### src/rtl/uart_pkg.sv
// Shared types and defaults for the UART transmit arbiter.
// Holds the arbiter FSM state encoding and the default byte width / idle-limit constants.
// No logic; imported by the arbiter top and its picker.
package uart_pkg;

  localparam int UART_DWIDTH = 8;
  localparam int UART_TMO    = 255;

  typedef enum logic {
    ST_IDLE = 1'b0,
    ST_PKT  = 1'b1
  } arb_state_t;

endpackage

### src/rtl/uart_rr_pick.sv
// Round-robin picker: first asserted request scanning upward from last_owner+1 (mod NREQ).
// Latency: purely combinational.
// Backpressure: none; grant is all-zero when no request is asserted.
// Ports: req (per-requester request), last_owner (index of previous owner), grant (one-hot).
module uart_rr_pick #(
  parameter int NREQ = 2,
  parameter int IW   = (NREQ > 1) ? $clog2(NREQ) : 1
) (
  input  logic [NREQ-1:0] req,
  input  logic [IW-1:0]   last_owner,
  output logic [NREQ-1:0] grant
);

  int          idx;
  logic [IW-1:0] idx_w;
  logic        found;

  always_comb begin
    grant = '0;
    found = 1'b0;
    idx   = 0;
    idx_w = '0;
    // k = 1 first, so the previous owner is considered last.
    for (int k = 1; k <= NREQ; k++) begin
      idx = int'(last_owner) + k;
      if (idx >= NREQ) idx = idx - NREQ;
      idx_w = IW'(idx);
      if (!found && req[idx_w]) begin
        grant[idx_w] = 1'b1;
        found        = 1'b1;
      end
    end
  end

endmodule

### src/rtl/uart_tx_arb.sv
// Packet-level round-robin arbiter feeding a UART transmitter through a one-entry output register.
// Latency: 2 cycles from a request in IDLE to m_axis_tvalid; one IDLE bubble between packets.
// Backpressure: only the owner sees tready, high when the output register is empty or draining.
// Ports: uart_clk/uart_rst (sync, active-high); s_axis_* NREQ requesters (tdata packed per requester);
//        m_axis_* to the UART transmitter; arb_grant one-hot owner; arb_timeout force-release pulse.
module uart_tx_arb
  import uart_pkg::*;
#(
  parameter int DWIDTH = UART_DWIDTH,
  parameter int NREQ   = 2,
  parameter int TMO    = UART_TMO
) (
  input  logic                   uart_clk,
  input  logic                   uart_rst,
  input  logic [NREQ*DWIDTH-1:0] s_axis_tdata,
  input  logic [NREQ-1:0]        s_axis_tvalid,
  input  logic [NREQ-1:0]        s_axis_tlast,
  output logic [NREQ-1:0]        s_axis_tready,
  output logic [DWIDTH-1:0]      m_axis_tdata,
  output logic                   m_axis_tvalid,
  output logic                   m_axis_tlast,
  input  logic                   m_axis_tready,
  output logic [NREQ-1:0]        arb_grant,
  output logic                   arb_timeout
);

  localparam int IW = (NREQ > 1) ? $clog2(NREQ) : 1;
  localparam int CW = (TMO > 1) ? $clog2(TMO) : 1;
  // Idle count value at which the next idle cycle triggers the force-release.
  localparam logic [CW-1:0] TMO_LAST = CW'((TMO > 0) ? TMO - 1 : 0);

  arb_state_t      state_q, state_nxt;
  logic [NREQ-1:0] grant_nxt;
  logic [NREQ-1:0] pick_grant;
  logic [IW-1:0]   last_owner_q, last_owner_nxt;
  logic [IW-1:0]   g_idx;
  logic [CW-1:0]   cnt_q, cnt_nxt;
  logic            tmo_nxt;

  logic [DWIDTH-1:0] sel_dat;
  logic              vld_g;
  logic              last_g;
  logic              slot_free;
  logic              accept;

  uart_rr_pick #(
    .NREQ (NREQ),
    .IW   (IW)
  ) u_pick (
    .req        (s_axis_tvalid),
    .last_owner (last_owner_q),
    .grant      (pick_grant)
  );

  // Owner view of the inputs; arb_grant is zero in IDLE so everything masks off there.
  always_comb begin
    sel_dat = '0;
    g_idx   = '0;
    for (int i = 0; i < NREQ; i++) begin
      if (arb_grant[i]) begin
        sel_dat = s_axis_tdata[i*DWIDTH +: DWIDTH];
        g_idx   = IW'(i);
      end
    end
  end

  assign vld_g         = |(s_axis_tvalid & arb_grant);
  assign last_g        = |(s_axis_tlast & arb_grant);
  assign slot_free     = !m_axis_tvalid || m_axis_tready;
  assign s_axis_tready = (state_q == ST_PKT && slot_free) ? arb_grant : '0;
  assign accept        = vld_g && slot_free && (state_q == ST_PKT);

  always_comb begin
    state_nxt      = state_q;
    grant_nxt      = arb_grant;
    last_owner_nxt = last_owner_q;
    cnt_nxt        = cnt_q;
    tmo_nxt        = 1'b0;
    case (state_q)
      ST_IDLE: begin
        cnt_nxt = '0;
        if (|s_axis_tvalid) begin
          state_nxt = ST_PKT;
          grant_nxt = pick_grant;
        end
      end
      ST_PKT: begin
        if (accept && last_g) begin
          state_nxt      = ST_IDLE;
          grant_nxt      = '0;
          last_owner_nxt = g_idx;
          cnt_nxt        = '0;
        end else if (vld_g) begin
          // Owner is presenting data (accepted or stalled downstream): not idle.
          cnt_nxt = '0;
        end else if (TMO > 0 && cnt_q == TMO_LAST) begin
          state_nxt      = ST_IDLE;
          grant_nxt      = '0;
          last_owner_nxt = g_idx;
          cnt_nxt        = '0;
          tmo_nxt        = 1'b1;
        end else begin
          cnt_nxt = cnt_q + 1'b1;
        end
      end
      default: begin
        state_nxt = ST_IDLE;
        grant_nxt = '0;
      end
    endcase
  end

  always_ff @(posedge uart_clk) begin
    if (uart_rst) begin
      state_q       <= ST_IDLE;
      arb_grant     <= '0;
      last_owner_q  <= IW'(NREQ - 1);
      cnt_q         <= '0;
      arb_timeout   <= 1'b0;
      m_axis_tvalid <= 1'b0;
      m_axis_tdata  <= '0;
      m_axis_tlast  <= 1'b0;
    end else begin
      state_q      <= state_nxt;
      arb_grant    <= grant_nxt;
      last_owner_q <= last_owner_nxt;
      cnt_q        <= cnt_nxt;
      arb_timeout  <= tmo_nxt;
      // A buffered beat survives a timeout and drains with its own tlast.
      if (accept) begin
        m_axis_tvalid <= 1'b1;
        m_axis_tdata  <= sel_dat;
        m_axis_tlast  <= last_g;
      end else if (m_axis_tready) begin
        m_axis_tvalid <= 1'b0;
      end
    end
  end

endmodule

### config.mk
export PLATFORM = sky130hd
export DESIGN_NAME = uart_tx_arb
export DESIGN_NICKNAME = d
export VERILOG_FILES = /design/src/rtl/uart_pkg.sv /design/src/rtl/uart_rr_pick.sv /design/src/rtl/uart_tx_arb.sv
export SDC_FILE = /design/constraint.sdc
export NUM_CORES = 1
export LEC_CHECK = 0
export CORE_AREA = 2 2 68 70
export DETAILED_ROUTE_END_ITERATION = 6
export DIE_AREA = 0 0 70 72
export GPL_ROUTABILITY_DRIVEN = 0
export SYNTH_ARGS = -nofsm -noshare
export SYNTH_HDL_FRONTEND = slang
export SYNTH_SLANG_ARGS = --single-unit
export TNS_END_PERCENT = 20
### constraint.sdc
create_clock -name uart_clk -period 2.42 [get_ports uart_clk]
set_clock_uncertainty 0.15 [all_clocks]
set_input_delay 0.605 -clock uart_clk [delete_from_list [all_inputs] [get_ports uart_clk]]
set_output_delay 0.605 -clock uart_clk [all_outputs]
set_load 0.03 [all_outputs]
Word level (Yosys, flattened, before mapping)
Cells that the tools add are included.
Word-level totals
  register bits after elaboration: 23
  bits in latches: 0
  bits in writable memories: 0
  memory bits (read-only): 0
  bits of input ports: 23
  output and inout bits: 15
  word-level logic and storage cells: 83
  memories kept: 0
Cells by class
  add/sub/neg operators: 5
  $mul: 0
  div/mod/pow operators: 0
  magnitude comparators: 6
  equal/unequal tests: 5
  shifts and indexed selects: 0
  mux-type cells: 37
  bitwise gates (word level): 4
  reductions and logical operators: 18
Operator list (number)
  $mux 8: 5
  $mux 1: 20
  $pmux 8 s2: 1
  $mux 2: 7
  $add 8x1->8 const B: 1
  $eq 8x8->1 const B: 1
  $logic_and 1x1->1: 7
  $reduce_and 3->1: 2
  $reduce_or 2->1: 3
  $reduce_or 5->1: 1
  $and 2x2->2: 2
  $lt 1x2->1 const B: 2
  $pmux 2 s2: 1
  $reduce_bool 2->1: 2
  $add 1x2->3 const B: 1
  $ge 3x2->1 const B: 1
  $ne 3x1->1 const B: 1
  $ne 3x2->1 const B: 1
  $add 1x1->2 const B: 1
  $demux 1 s1: 2
  $ge 1x1->1 const B: 2
  $ge 2x2->1 const B: 1
  $logic_not 1->1: 2
  $ne 2x1->1 const B: 1
  6 further kinds: 7

Depth between registers and ports, before layout
Gate-level depths: netlist (run 1).
  word-level depth: 12
  gate-level depth with buffers: 7
  depth with buffers taken out: 6

Cells and area by module
A second synthesis (run 1) with hierarchy kept.
Unflattened totals
  cell total of the unflattened synthesis: 111
  area, all modules: 996.0 um^2
By module, submodules not included
  uart_tx_arb: times used 1, cells an instance 108, area an instance 977.2 um^2, sequential area each 460.4 um^2
  uart_rr_pick: times used 1, cells an instance 3, area an instance 18.8 um^2, sequential area each 0.0 um^2

Least setup slack after synthesis (run 1)
OpenSTA, ideal clock, no wires.
  path type: input -> output
  start point: input m_axis_tready
  end point: output s_axis_tready[0]
  data arrival time: 1.098 ns
  path slack: 0.567 ns
  stages: 2
  buffers on the path: 0
  cells stage by stage: nand2b_1 -> and3_1
Between the ends
  cells in the longest elaborated chain, start to end: 3
Ends and longest elaborated chain
  start: declaration: RTL line uart_tx_arb.sv:22  | input logic m_axis_tready,
  $logic_or 1x1->1: RTL line uart_tx_arb.sv:69  | assign slot_free = !m_axis_tvalid || m_axis_tready;
  $logic_and 1x1->1: RTL line uart_tx_arb.sv:70  | assign s_axis_tready = (state_q == ST_PKT && slot_free) ? arb_grant : '0;
  $mux 2: RTL line uart_tx_arb.sv:70
  end: declaration: RTL line uart_tx_arb.sv:18  | output logic [NREQ-1:0] s_axis_tready,
No other way between the ends.

Worst setup path in the final report (run 1)
  start point: input m_axis_tready
  end point: output s_axis_tready[1]
Same word-level chain as after synthesis.

==> results of run 1 <==
routing by layer:
layer / part of all wire, % / routed length (um) / track usage [%] / up-vias
met2: 49 / 1320 / 17.9 / 25
li1: - / - / - / 474
met1: 45 / 1230 / 13.7 / 431
met5: 0 / 0 / 0 / -
met4: 1.3 / 34 / 5.13 / 0
met3: 4.9 / 133 / 1.67 / 2
where the power goes:
part | leakage [uW] | switching [uW] | total [uW] | internal [uW]
clock | 0.0000217 | 126 | 243 | 116
sequential | 0.000187 | 11.0 | 402 | 392
combinational | 0.000320 | 74.2 | 147 | 73.1
Yosys cell counts, drive strengths merged, types with 2 or more instances:
library cell,count
nor2,25
o41ai,2
xnor2,3
and3,4
ha,2
clkbuf,3
dfxtp,23
nand3,7
nor3,8
nand2b,2
inv,4
xor2,3
a221oi,8
buf,3
nand2,2
a211oi,2
worst max path at each step:
stage	start	endpoint	depth (start not counted)	slack [ns]
floorplan	m_axis_tready	s_axis_tready[0]	2	0.57
global placement	s_axis_tvalid[1]	cnt_q[7]	5	0.07
detailed placement	s_axis_tvalid[1]	cnt_q[7]	5	0.05
CTS	m_axis_tready	s_axis_tready[1]	4	0.1
global route	m_axis_tready	s_axis_tready[0]	4	0.06
finish	m_axis_tready	s_axis_tready[1]	4	0.11
through the flow:
step	total power (uW)	hold WS [ns]	worst slack [ns]	util (%)	std cells
after global placement	556	0.311	0.0726	34.2	198
final	792	0.346	0.107	35.4	202
after global routing	829	0.367	0.0592	35.4	202
after floorplan	485	0.289	0.567	-	110
after detailed placement	559	0.319	0.0526	34.2	198
after CTS	803	0.345	0.0971	35.4	202
sequential cells by signal, indices dropped and copies added, names as in the netlist:
| register | flops |
|---|---|
| last_owner_q | 1 |
| arb_timeout | 1 |
| cnt_q | 8 |
| m_axis_tlast | 1 |
| state_q | 1 |
| m_axis_tvalid | 1 |
| m_axis_tdata | 8 |
| arb_grant | 2 |
logic make-up after synthesis:
logic type               Yosys count  synth area share [%]
multiplexers                       1                 0.976
buffers and inverters             10                  4.88
XOR/XNOR                           6                  5.12
AO/OA/AOI/OAI                     16                  15.6
AND/OR/NAND/NOR                   52                  26.1
flip-flops                        23                  44.9
adder cells (fa/ha/maj)            2                  2.44
area by class of cell:
class                   instances  area, um2
clock buffers                   3       41.3
flip-flops and latches         23        460
well taps                      52       65.1
inverters                       4       15.0
repair buffers                 42        403
fillers                       449       2760
clock inverters                 1       7.51
multi-input cells              77        515
==> flow_summary_export.csv, run 1 <==
group,metric,value,unit
sta,finalHoldViolations,0,
critical_path,slowest_stage,"clkdlybuf4s50_1",
critical_path,crit_chain,"clkdlybuf4s50_1 -> nand2b_1 -> and3_1 -> buf_4",
synthesis,synth.area.top_cells,"dfxtp_1, a221oi_1, nor2_1",
critical_path,regToRegSetupSlack,0.58,ns
finish,final_cell_mix,"clkdlybuf4s50_1, dfxtp_1, nor2_1",
clock_network,h-tree-depth,1,
critical_path,crit_buf_inv,2,
critical_path,crit_type,"input port to primary output",
synthesis,synth-main-ff-cell,"dfxtp_1",
sta,finalSetupViolations,0,
critical_path,endpoint_kind,"primary output",
finish,area_growth,47.0,%
hold_path,worstHoldPathType,"flop to flop",
sta,fmax,432,MHz
pwr,power.leakage,0.000529,uW
detailed_routing,drt_iter0_drc,17,
clock_network,clockRootBuffer,"clkbuf_8",
global_route,grt_start_max_net_pins,18,
global_route,grt_overflow_total,0,
clock_network,clk_latency,0.26,ns
run,maxCapViolations,0,
synthesis,syn_inst,110,
floorplan,placementRows,24,
global_route,grt_usage,10.7,%
critical_path,cp.arrival,1.56,ns
synthesis,synth_top_area_share,44.9,%
global_route,grt_pass1_wl,4.31,mm
critical_path,r2r-end,"cnt_q[5]",
clock_network,tritoncts,"built",
finish,layout_commonest_cell,"clkdlybuf4s50_1",
floorplan,die-area,5040,um2
status,status,"completed",
synthesis,avgSynthCellArea,9.33,um2
synthesis,yosysSeqAreaShare,44.9,%
sta,rsz0062_at_grt,"no",
sta,maxSlewHeadroom,58.3,%
place,post_dp_cell_area,1460,um2
hold_path,min-delay-start,"cnt_q[0]",
floorplan,die_h,72,um
floorplan,floorplan.initialDensity,24.1,%
critical_path,cp-start-kind,"input port",
detailed_routing,dr.pass1.iters,4,
detailed_routing,vias_per_cell,4.61,
synthesis,syn_area,1030,um2
synthesis,syn_nets,135,
synthesis,async_flop_share,0,%
detailed_routing,post_drt_wl_per_cell,13.4,um
detailed_routing,drcViolationCount,0,
finish,n_antenna_cell,0,
critical_path,worstReg2RegStart,"cnt_q[0]",
synthesis,synth_top_cell_by_area,"dfxtp_1",
clock_network,post_cts_buffers,0,
synthesis,ys_types,29,
floorplan,io_pins,38,
sta,min_period,2.31,ns
finish,drive_above_1_share,15.3,%
sta,fin_crit_sh,95.6,%
synthesis,yosys_warnings,0,
clock_network,path_clk_slew,0.09,ns
critical_path,cp.required,1.66,ns
sta,maxSlewViolCount,0,
global_route,antenna_found_initial,0,
floorplan,die_w,70,um
critical_path,r2r_cells,7,
sta,final.setup.tns,0,ns
floorplan,core,4260,um2
finish,final_nets,176,
clock_network,postCtsHoldBufs,0,
critical_path,path_max_fanout,3,
sta,tightest_slew,0.624,ns
finish,final_cell_area,1510,um2
place,dp_hpwl,2.05,mm
synthesis,synth-seq-cells,23,
detailed_routing,antenna_left,0,
hold_path,hold_end,"cnt_q[0]",
critical_path,crit_family,"buffers and inverters",
critical_path,cpPeakStageDelay,0.39,ns
detailed_routing,vias,932,
detailed_routing,drt_wl_total,2.71,mm
clock_network,cts_resized,0,
clock_network,cts_sinks,23,
hold_path,hold-path-cell-count,1,
global_route,first_global_vias,894,
clock_network,cts_buffers,3,
clock_network,cts_buffer_depth,2,
pwr,powerDensity,526,nW/um2
pwr,ir_drop,193,uV
synthesis,synth_edf_count,0,
place,port_buffers,37,
Power figures use the tool's default switching activity.
==> run 2, diff against run 1 <==
--- a/config.mk
+++ b/config.mk
@@ -12,4 +12,4 @@
 export SYNTH_ARGS = -nofsm -noshare
 export SYNTH_HDL_FRONTEND = slang
 export SYNTH_SLANG_ARGS = --single-unit
-export TNS_END_PERCENT = 20
+export TNS_END_PERCENT = 50
==> results of run 2 <==
No change in the layout: final DEF, timing and power equal those of run 1.
